### src/rtl/mult_fu_scheduler_pkg.sv
// Shared MULT scheduler definitions: per-unit state encoding and default sizing.
package mult_fu_scheduler_pkg;

   typedef enum logic [1:0] {
      MFU_IDLE,
      MFU_BUSY,
      MFU_DONE
   } MULT_FU_STATE;

   localparam int DEF_NUM_FU_MULT = 4;
   localparam int DEF_MULT_LAT    = 4;

endpackage

### src/rtl/rr_multi_select.sv
// Round-robin pick of up to K set bits of req, scanning upward from start_ptr with wrap at N.
// Purely combinational; next_ptr is one past the last pick, or start_ptr when nothing is picked.
module rr_multi_select #(
   parameter int N = 4,
   parameter int K = 2,
   localparam int PW = $clog2(N)
) (
   input  logic [N-1:0]  req,
   input  logic [PW-1:0] start_ptr,
   output logic [N-1:0]  grant,
   output logic [PW-1:0] next_ptr
);

   always_comb begin
      int          n_gnt;
      logic [PW:0] sum;
      logic [PW-1:0] idx;
      grant    = '0;
      next_ptr = start_ptr;
      n_gnt    = 0;
      sum      = '0;
      idx      = '0;
      for (int off = 0; off < N; off++) begin
         // Wrap explicitly so non-power-of-two N stays in range.
         sum = {1'b0, start_ptr} + (PW+1)'(off);
         if (sum >= (PW+1)'(N)) sum = sum - (PW+1)'(N);
         idx = sum[PW-1:0];
         if (req[idx] && (n_gnt < K)) begin
            grant[idx] = 1'b1;
            n_gnt      = n_gnt + 1;
            next_ptr   = (idx == PW'(N-1)) ? '0 : idx + PW'(1);
         end
      end
   end

endmodule

### src/rtl/mult_fu_scheduler.sv
// MULT unit scheduler: offers up to ISSUE_WIDTH idle units round-robin, tracks IDLE/BUSY/DONE per unit.
// Latency: issue -> done after MULT_LAT-1 edges; ack -> grantable next cycle. Done is held until cdb_ack.
module mult_fu_scheduler
   import mult_fu_scheduler_pkg::*;
#(
   parameter int NUM_FU      = DEF_NUM_FU_MULT,
   parameter int ISSUE_WIDTH = 2,
   parameter int MULT_LAT    = DEF_MULT_LAT,
   localparam int PW = $clog2(NUM_FU),
   localparam int CW = $clog2(NUM_FU+1),
   localparam int TW = $clog2(MULT_LAT)
) (
   input  logic              clock,
   input  logic              reset_n,
   input  logic              mispredict,
   input  logic [NUM_FU-1:0] issue_valid,
   input  logic [NUM_FU-1:0] cdb_ack,
   output logic [NUM_FU-1:0] fu_grant,
   output logic [NUM_FU-1:0] done,
   output logic [CW-1:0]     busy_count,
   output logic              issue_err
);

   MULT_FU_STATE      st_q   [NUM_FU];
   MULT_FU_STATE      st_d   [NUM_FU];
   logic [TW-1:0]     cnt_q  [NUM_FU];
   logic [TW-1:0]     cnt_d  [NUM_FU];
   logic [PW-1:0]     rr_q;
   logic [PW-1:0]     take_ptr;
   logic [PW-1:0]     unused_grant_ptr;
   logic [NUM_FU-1:0] idle_mask;
   logic [NUM_FU-1:0] take;
   logic [CW-1:0]     busy_d;

   always_comb begin
      idle_mask = '0;
      done      = '0;
      for (int i = 0; i < NUM_FU; i++) begin
         idle_mask[i] = (st_q[i] == MFU_IDLE);
         done[i]      = (st_q[i] == MFU_DONE);
      end
   end

   // Grants come only from registered state, never from this cycle's inputs.
   rr_multi_select #(.N(NUM_FU), .K(ISSUE_WIDTH)) u_grant_sel (
      .req       (idle_mask),
      .start_ptr (rr_q),
      .grant     (fu_grant),
      .next_ptr  (unused_grant_ptr)
   );

   // Re-scan the accepted subset to find the last taken unit in scan order.
   rr_multi_select #(.N(NUM_FU), .K(ISSUE_WIDTH)) u_take_sel (
      .req       (issue_valid & fu_grant),
      .start_ptr (rr_q),
      .grant     (take),
      .next_ptr  (take_ptr)
   );

   always_comb begin
      busy_d = '0;
      for (int i = 0; i < NUM_FU; i++) begin
         st_d[i]  = st_q[i];
         cnt_d[i] = cnt_q[i];
         if (mispredict) begin
            st_d[i]  = MFU_IDLE;
            cnt_d[i] = '0;
         end else begin
            case (st_q[i])
               MFU_IDLE: if (take[i]) begin
                  st_d[i]  = MFU_BUSY;
                  cnt_d[i] = TW'(MULT_LAT-1);
               end
               MFU_BUSY: if (cnt_q[i] == TW'(1)) begin
                  st_d[i]  = MFU_DONE;
                  cnt_d[i] = '0;
               end else begin
                  cnt_d[i] = cnt_q[i] - TW'(1);
               end
               MFU_DONE: if (cdb_ack[i]) st_d[i] = MFU_IDLE;
               default:  st_d[i] = MFU_IDLE;
            endcase
         end
         if (st_d[i] != MFU_IDLE) busy_d = busy_d + CW'(1);
      end
   end

   always_ff @(posedge clock or negedge reset_n) begin
      if (!reset_n) begin
         for (int i = 0; i < NUM_FU; i++) begin
            st_q[i]  <= MFU_IDLE;
            cnt_q[i] <= '0;
         end
         rr_q       <= '0;
         busy_count <= '0;
         issue_err  <= 1'b0;
      end else begin
         for (int i = 0; i < NUM_FU; i++) begin
            st_q[i]  <= st_d[i];
            cnt_q[i] <= cnt_d[i];
         end
         if (!mispredict && (|take)) rr_q <= take_ptr;
         busy_count <= busy_d;
         if (|(issue_valid & ~fu_grant)) issue_err <= 1'b1;
      end
   end

endmodule
### config.mk
export PLATFORM = sky130hd
export DESIGN_NAME = mult_fu_scheduler
export DESIGN_NICKNAME = d
export VERILOG_FILES = /design/src/rtl/mult_fu_scheduler_pkg.sv /design/src/rtl/rr_multi_select.sv /design/src/rtl/mult_fu_scheduler.sv
export SDC_FILE = /design/constraint.sdc
export NUM_CORES = 1
export LEC_CHECK = 0
export CAP_MARGIN = 20
export CORE_ASPECT_RATIO = 2
export CORE_MARGIN = 2
export CORE_UTILIZATION = 38
export CTS_BUF_LIST = sky130_fd_sc_hd__clkbuf_16
export CTS_CLUSTER_SIZE = 16
export DETAILED_ROUTE_END_ITERATION = 10
export PLACE_DENSITY = 0.55
export SLEW_MARGIN = 25
export SYNTH_ARGS = -nofsm -noshare
export SYNTH_HDL_FRONTEND = slang
export SYNTH_SLANG_ARGS = --single-unit
export TNS_END_PERCENT = 10
### constraint.sdc
create_clock -name clock -period 13.1 [get_ports clock]
set_input_delay 3.275 -clock clock [delete_from_list [all_inputs] [get_ports clock]]
set_output_delay 3.275 -clock clock [all_outputs]
set_load 0.01 [all_outputs]
# Yosys cells after proc, flatten, opt, wreduce, memory -nomap -nowiden
# Cells that the tools add are included.
# totals
ff_bits,22
latchBits,0
mem_bits_rw,0
rom_bits,0
inputBits,11
out_inout_bits,12
word_cells,202
n_memories,0
# op_classes
addsub,22
n_mul,0
div,0
n_lt_le_gt_ge,18
n_eq_ne,20
shift,0
muxes,90
n_bitwise,9
n_reduce_logical,32
# op_table
op,count
$lt A32 B3 Y1 const B,4
$mux W32,4
$mux W2,40
$add A32 B2 Y32 const B,2
$mux W4,8
$or A4 B4 Y4,6
$pmux W2 S3,4
$bmux W1 S2,8
$eq A2 B1 Y1 const B,8
$eq A2 B2 Y1 const B,8
$pmux W2 S2,4
$sub A2 B1 Y2 const B,8
$mux W1,15
$lt A2 B3 Y1 const B,4
$ne A3 B3 Y1 const B,4
$reduce_bool A3 Y1,4
$logic_and A1 B1 Y1,11
$reduce_and A2 Y1,5
$add A3 B1 Y3 const B,3
$ge A3 B3 Y1 const B,3
$mux W3,3
$add A2 B1 Y2 const B,4
$and A4 B4 Y4,2
$demux W1 S2,4
12 further kinds,25

# Logic depth before layout (Yosys ltp)
# Gate-level depths: netlist of run 1.
# depth
ltp_word,38
ltp_mapped,27
ltp_nobuf,25

# Cells and area by module
# From an unflattened synthesis of run 1, not the netlist that was laid out.
# unflattened
cells_unflattened,259
area_unflattened_um2,2323.5
# modules_own_cells
mod,n_inst,cells_per_inst,area_each_um2,seq_area_each_um2
mult_fu_scheduler,1,137,1326.3,550.5
rr_multi_select (u_grant_sel),1,65,524.3,0.0
rr_multi_select (u_take_sel),1,57,473.0,0.0

# Worst setup path after synthesis of run 1
# No wires, ideal clock.
# synth_path
kind,input-to-reg
start,in issue_valid[1]
end,reg busy_count[1]
setup_ns,0.128
arrival_time_ns,6.387
required_time_ns,12.972
setup_slack_ns,6.585
path_stages,14
path_buffers,1
cell_sequence,o41a_1 mux4_2 buf_4 ha_1 nor2_1 and3_1 o31a_1 nand2_1 a31oi_1 a21oi_1 ha_1 xor2_1 ha_1 mux2_1
# synth_via
elab_chain_len,24
elab_cells_between_ends,50
cone_classes,5 x add/sub; 3 x order compare; 31 x mux; 4 x bitwise; 7 x reduce/logical
# synth_rtl
element,line,rtl
from (decl),mult_fu_scheduler.sv:16,"input logic [NUM_FU-1:0] issue_valid,"
$and A4 B4 Y4 (*),mult_fu_scheduler.sv:54,".req (issue_valid & fu_grant),"
$bmux W1 S2,rr_multi_select.sv:28,if (req[idx] && (n_gnt < K)) begin
$mux W1 (implied by the code),rr_multi_select.sv:28,
$mux W1,rr_multi_select.sv:28,
$lt A1 B2 Y1,rr_multi_select.sv:28,
$logic_and A1 B1 Y1,rr_multi_select.sv:28,
$mux W32,rr_multi_select.sv:28,
$lt A32 B3 Y1,rr_multi_select.sv:28,
[9 not listed],--,
$mux W1,mult_fu_scheduler.sv:84,if (st_d[i] != MFU_IDLE) busy_d = busy_d + CW'(1);
$add A3 B1 Y3,mult_fu_scheduler.sv:84,
$mux W3,mult_fu_scheduler.sv:84,
$add A3 B1 Y3,mult_fu_scheduler.sv:84,
$mux W3,mult_fu_scheduler.sv:84,
$add A3 B1 Y3,mult_fu_scheduler.sv:84,
$mux W3 (*),mult_fu_scheduler.sv:84,
named net busy_d[1],mult_fu_scheduler.sv:33,logic [CW-1:0] busy_d;
to (signal assigned),mult_fu_scheduler.sv:103,busy_count <= busy_d;
to (decl),mult_fu_scheduler.sv:20,"output logic [CW-1:0] busy_count,"
# Mark *: on every way through the listed nets, which the timed path passes. The rest lies on a longest branch. The select of a mux whose other input is x is not followed.
# A chain may end at the register's enable or synchronous reset.

# Worst setup path after layout of run 1
# layout_path
start,reg rr_q[0]
end,out fu_grant[3]
# layout_via
elab_chain_len,14
elab_cells_between_ends,61
cone_classes,9 x add/sub; 15 x order compare; 27 x mux; 3 x bitwise; 7 x reduce/logical
# layout_rtl
element,line,rtl
from (decl),mult_fu_scheduler.sv:28,logic [PW-1:0] rr_q;
from (signal assigned),mult_fu_scheduler.sv:102,if (!mispredict && (|take)) rr_q <= take_ptr;
$ge A2 B3 Y1 or $sub A2 B1 Y2 (tied branches),rr_multi_select.sv:26,if (sum >= (PW+1)'(N)) sum = sum - (PW+1)'(N);
$mux W2,rr_multi_select.sv:26,
$bmux W1 S2,rr_multi_select.sv:28,
$mux W1 (implied by the code),rr_multi_select.sv:28,
$mux W1,rr_multi_select.sv:28,
$lt A1 B2 Y1,rr_multi_select.sv:28,
$logic_and A1 B1 Y1,rr_multi_select.sv:28,
$mux W32,rr_multi_select.sv:28,
$lt A32 B3 Y1,rr_multi_select.sv:28,
$logic_and A1 B1 Y1,rr_multi_select.sv:28,
$mux W32,rr_multi_select.sv:28,
$lt A32 B3 Y1,rr_multi_select.sv:28,
$logic_and A1 B1 Y1,rr_multi_select.sv:28,
$mux W4 (*),rr_multi_select.sv:28,
to (decl),mult_fu_scheduler.sv:18,"output logic [NUM_FU-1:0] fu_grant,"
# Mark *: on every way between the ends. The rest lies on a longest branch, timed or not. The select of a mux whose other input is x is not followed.

==> flow_summary_export.csv, run 1 <==
group,metric,value,unit
critical_path,start_kind,"register",
grt,grt_usage,18.8,%
logic_synthesis,yosys.area_share.simple,20.7,%
timing,fin_worst_skew,0.909,ps
floorplan,chipHeight,111,um
logic_synthesis,ys_ff_latch,22,
worst_hold_path,holdPathEnd,"issue_err",
clocking,clockBufferDepth,2,
route,drt_iter0_drc,44,
clocking,postCtsSetupRepairBufs,0,
job,maxCapViolCount,0,
logic_synthesis,syn-instance-count,248,
final_layout,stdcell_area,2480,sq um
route,wl,5.83,mm
critical_path,worst_ep_arrival_time,4220,ps
route,post_drt_wl_per_cell,18.0,um
worst_hold_path,hold_start,"issue_err",
grt,grt_max_degree,24,
floorplan,initial_core_util,39.4,%
grt,grt_pass1_wl,9.26,mm
critical_path,path_max_fanout,23,
logic_synthesis,ys_warn_count,0,
clocking,insertion_delay,260,ps
grt,overflow,0,
logic_synthesis,netlist.area_leader.share,25.5,%
critical_path,worst-endpoint-required,9820,ps
clocking,cts_resized,0,
final_layout,drive_gt1_share,8.33,%
logic_synthesis,synth_top_family_by_area,"compound AO/OA/AOI/OAI gates",
logic_synthesis,ys.flop_type,"dfrtp_1",
clocking,clkSinkCount,22,
place,dp_hpwl,4.74,mm
critical_path,r2r_end,"busy_count[1]",
floorplan,num_io_pins,23,
grt,antenna_found_initial,0,
floorplan,die_w,57.3,um
floorplan,core_area,5470,sq um
logic_synthesis,yosys.area_share.xor_xnor,1.22,%
timing,setup_viol,0,
timing,hold_viol,0,
clocking,ctsHoldBuffers,0,
place,place_congestion,0.940,
route,drt_pass1_iterations,4,
logic_synthesis,avgSynthCellArea,8.69,sq um
timing,finalCritPeriodShare,57.2,%
timing,max_slew.worst_pin.slew,832,ps
grt,grt_pass1_vias,1936,
critical_path,worstSetupPathType,"reg -> out",
route,vias,2000,
logic_synthesis,async_flop_share,100,%
logic_synthesis,ys_seq_area_share,25.5,%
worst_hold_path,min_path_cells,1,
critical_path,r2r_setup_slack,6170,ps
critical_path,worstReg2RegStart,"rr_q[0]",
place,io_buffer_count,22,
logic_synthesis,synth_edf_count,0,
critical_path,crit_path_start,"rr_q[0]",
logic_synthesis,ys_types,62,
logic_synthesis,synth_top_area_cell,"dfrtp_1",
run_status,status,"finished clean",
worst_hold_path,hold_class,"reg -> reg",
route,post-route-drc-count,0,
final_layout,syn_to_final_growth,14.9,%
final_layout,nNetsFinal,293,
timing,rsz0062_at_grt,"no",
timing,hold_slack,477,ps
logic_synthesis,muxShareOfSynthArea,8.24,%
critical_path,critPathCaptureType,"output port",
logic_synthesis,syn_nets,275,
place,dpl_cell_area,2410,sq um
route,antenna_left,0,
timing,tns,0,ps
timing,max_freq,133,MHz
clocking,cts_tree,"yes",
timing,slew_headroom,44.4,%
clocking,h-tree-depth,1,
logic_synthesis,synth_area,2160,sq um
clocking,clkTransAtPathRegs,60,ps
clocking,clockRootBuffer,"clkbuf_16",
logic_synthesis,synth-compound-area-share,28.1,%
route,viasPerCell,6.17,
critical_path,reg2reg_depth,23,
final_layout,n_antenna_cell,0,
logic_synthesis,synth_fa_ha_area_share,9.29,%
timing,drv_slew,0,
floorplan,rows,38,
floorplan,die_area,6330,sq um
logic_synthesis,synthTopCellsByArea,"dfrtp_1 26%, ha_1 9.3%, mux4_2 6.3%, nor2_1 5.6%, inv_1 4.7%",
timing,fin_crit,7500,ps
clocking,cts_buffers,3,
## sequential cells by signal (all words and copies together), names as in the netlist
| register | flops |
|---|---|
| cnt_q | 8 |
| busy_count | 3 |
| rr_q | 2 |
| issue_err | 1 |
| st_q | 8 |
## cell type report
type                            count  area (sq um)
Inverter                           28           105
Clock buffer                        3          75.1
Multi-Input combinational cell    189          1460
Fill cell                         549          2990
Tap cell                           60          75.1
Timing Repair Buffer               22           215
Sequential cell                    22           551
## layout by cell type (no fill, tap or decap), types with 2 or more instances in the layout
master           synthesis  routed
a211oi_1                 8       8
or2_2                    2       2
o21a_1                   4       4
xor2_1                   3       3
dfrtp_1                 22      22
mux4_2                   6       6
nor2_1                  32      32
a21o_1                   4       4
inv_1                   27      27
nor3_1                  11      11
o21ai_0                  4       4
o41a_1                   4       4
o41ai_1                  4       4
a211o_1                  2       2
mux2_1                   2       2
nand2_1                  6       6
and2_1                   2       2
mux2i_1                  2       2
nand3b_1                 2       2
clkdlybuf4s50_1          0      21
or4_1                    2       2
a31oi_1                  2       2
a222oi_1                 2       2
nand2b_1                 7       7
and3_1                   5       5
ha_1                    16      16
nor2b_1                  6       6
a21oi_1                 11      11
nor4_1                   5       5
clkbuf_16                0       3
a22o_1                   5       5
a31o_2                   2       2
## synth_stat cells (4+ instances only)
cell type / n
a21oi_1: 11
nand2_1: 6
nor2_1: 32
o41a_1: 4
o21ai_0: 4
a211oi_1: 8
inv_1: 27
o21a_1: 4
nor4_1: 5
mux4_2: 6
a21o_1: 4
nor2b_1: 6
nor3_1: 11
o41ai_1: 4
nand2b_1: 7
ha_1: 16
clkbuf_1: 5
a22o_1: 5
dfrtp_1: 22
and3_1: 5
## critical path: stages (launching register included)
cell,delay [ps]
dfrtp_1,830
inv_2,220
ha_1,490
nor4_1,330
a31oi_1,120
nand2_1,230
inv_1,60
ha_1,190
inv_1,50
a32oi_1,140
and3_1,240
or4_1,550
clkdlybuf4s50_1,500
## per-stage QoR
stage	cells	utilization, %	setup slack (ps)
floorplan	248	-	6590
global placement	321	44.0	5650
detailed placement	321	44.0	5660
CTS	324	45.4	5610
global route	324	45.3	5290
finish	324	45.3	5600
## metal layers
metal	wire, um	global-route usage (%)	vias to the layer above	part of all wire (%)
li1	-	-	959	-
met1	2070	18.5	962	36
met2	3240	34.9	56	56
met3	148	1.29	23	2.5
met4	373	13.0	0	6.4
met5	0	0	-	0
## worst max path at each step
stage / to / cells after the start
3_3_place_gp: busy_count[1] / 14
2_1_floorplan: busy_count[1] / 14
4_1_cts: fu_grant[3] / 12
6_report: fu_grant[3] / 12
3_5_place_dp: busy_count[1] / 14
5_1_grt: fu_grant[2] / 12
## kinds of logic (layout without fill, tap and decap cells)
group	Yosys count	in the layout
compound gates	74	74
xor+xnor	3	3
fa+ha+maj	16	16
buf+inv	37	53
flops	22	22
mux	10	10
simple gates	86	86
Power of run 1 is not shown: default switching activity piles up to over one toggle a cycle in this logic, so the estimate is an artifact.
==> run 2, diff against run 1 <==
==> constraint.sdc (replaced) <==
create_clock -name clock -period 7.54 [get_ports clock]
set_input_delay 1.885 -clock clock [delete_from_list [all_inputs] [get_ports clock]]
set_output_delay 1.885 -clock clock [all_outputs]
set_load 0.01 [all_outputs]
==> flow_summary_export.csv, run 2 (synthesis results as in run 1) <==
group,metric,value,unit
critical_path,critical_path.cell_chain,"inv_1 -> ha_1 -> nor4_1 -> a31oi_1 -> nand2_1 -> inv_1 -> ha_1 -> inv_1 -> a32oi_1 -> and3_1 -> o41a_1 -> mux4_2 -> ha_1 -> nor2_1 -> and3_1 -> o31a_1 -> nand2_1 -> a31oi_1 -> a21oi_1 -> ha_1 -> xor2_1 -> ha_1 -> mux2_1",
critical_path,start_kind,"register",
final_layout,final_common_cell,"nor2_1",
place,dp_cells,322,
critical_path,crit_family,"adder cells",
final_layout,largest_registers,"cnt_q: 8 flops, st_q: 8 flops, busy_count: 3 flops",
clocking,h-tree-depth,1,
critical_path,crit_buf_inv,3,
route,vias,1990,
critical_path,critPathMaxStageDelay,660,ps
final_layout,layout_common_cells,"32 x nor2_1, 27 x inv_1, 22 x dfrtp_1",
final_layout,nNetsFinal,294,
final_layout,fin_cells,325,
grt,antenna_found_initial,0,
grt,overflow,0,
timing,fin_worst_skew,0.881,ps
critical_path,worstSetupPathType,"reg -> reg",
route,viasPerCell,6.12,
run_status,status,"finished clean",
route,post_drt_wl_per_cell,18.2,um
critical_path,critPathCaptureType,"register",
clocking,ctsHoldBuffers,0,
final_layout,stdcell_area,2480,sq um
floorplan,initial_core_util,39.4,%
floorplan,core_area,5470,sq um
critical_path,cp_slowest_cell,"mux4_2",
clocking,clockBufferDepth,2,
clocking,cts_resized,0,
final_layout,drive_gt1_share,8.68,%
final_layout,n_antenna_cell,0,
timing,max_slew.worst_pin.slew,813,ps
clocking,clockRootBuffer,"clkbuf_16",
clocking,cts_buffers,3,
critical_path,worst_ep_arrival_time,6530,ps
clocking,clkTransAtPathRegs,60,ps
clocking,postCtsSetupRepairBufs,0,
route,drt_iter0_drc,102,
grt,grt_pass1_wl,10.1,mm
timing,fin_crit,6400,ps
timing,slew_headroom,45.7,%
route,post-route-drc-count,0,
clocking,clkSinkCount,22,
timing,rsz0062_at_grt,"no",
grt,grt_pass1_vias,2058,
final_layout,syn_to_final_growth,15.3,%
route,antenna_left,0,
job,maxCapViolCount,0,
timing,max_freq,156,MHz
floorplan,die_w,57.3,um
place,dp_hpwl,4.77,mm
grt,grt_usage,20.1,%
worst_hold_path,hold_class,"reg -> reg",
floorplan,die_area,6330,sq um
place,dpl_cell_area,2410,sq um
critical_path,worst-endpoint-required,7680,ps
floorplan,chipHeight,111,um
floorplan,num_io_pins,23,
critical_path,path_max_fanout,12,
timing,setup_viol,0,
clocking,insertion_delay,250,ps
timing,hold_viol,0,
timing,tns,0,ps
critical_path,crit_top_cell,"ha_1",
place,io_buffer_count,22,
clocking,cts_tree,"yes",
timing,finalCritPeriodShare,84.8,%
route,drt_pass1_iterations,4,
route,wl,5.93,mm
grt,grt_max_degree,24,
timing,drv_slew,0,
floorplan,rows,38,
place,place_congestion,0.976,
[run 2: cell count changes in the layout (fill, tap and decap cells not counted), sizes merged]
| cell | previous run | this run |
|---|---|---|
| buf | 1 | 2 |
[run 2: cell type report]
cell class	count	area, sq um
well taps	60	75.1
repair buffers	23	223
clock buffers	3	75.1
inverters	28	105
fillers	563	2980
multi-input cells	189	1460
flip-flops and latches	22	551
[run 2: worst paths after layout]
path,from,end,slack [ps],depth (start not counted)
worst max-delay path,rr_q[1],busy_count[1],1140,23
worst min-delay path,issue_err,issue_err,480,1
worst max register to register,rr_q[1],busy_count[1],1140,23
worst min register to register,issue_err,issue_err,480,1
max in group asynchronous,reset_n,st_q[5],5580,1
min in group asynchronous,reset_n,cnt_q[3],1600,1
[run 2: per-stage QoR]
step | worst slack, ps | hold WS [ps] | util [%]
floorplan | 1860 | 464 | -
detailed placement | 1240 | 467 | 44.1
global placement | 1430 | 452 | 44.2
CTS | 1190 | 486 | 45.4
global route | 753 | 503 | 45.4
finish | 1140 | 483 | 45.4
[run 2: metal layers]
| layer | vias up | GRT usage, % | part of all wire [%] | wire length (um) |
|---|---|---|---|---|
| met2 | 55 | 37.1 | 57 | 3360 |
| met4 | 0 | 12.1 | 4.7 | 281 |
| met1 | 955 | 21.0 | 36 | 2150 |
| met5 | - | 0 | 0 | 0 |
| met3 | 18 | 1.64 | 2.2 | 129 |
| li1 | 962 | - | - | - |
Power of run 2 is left out for the same reason.
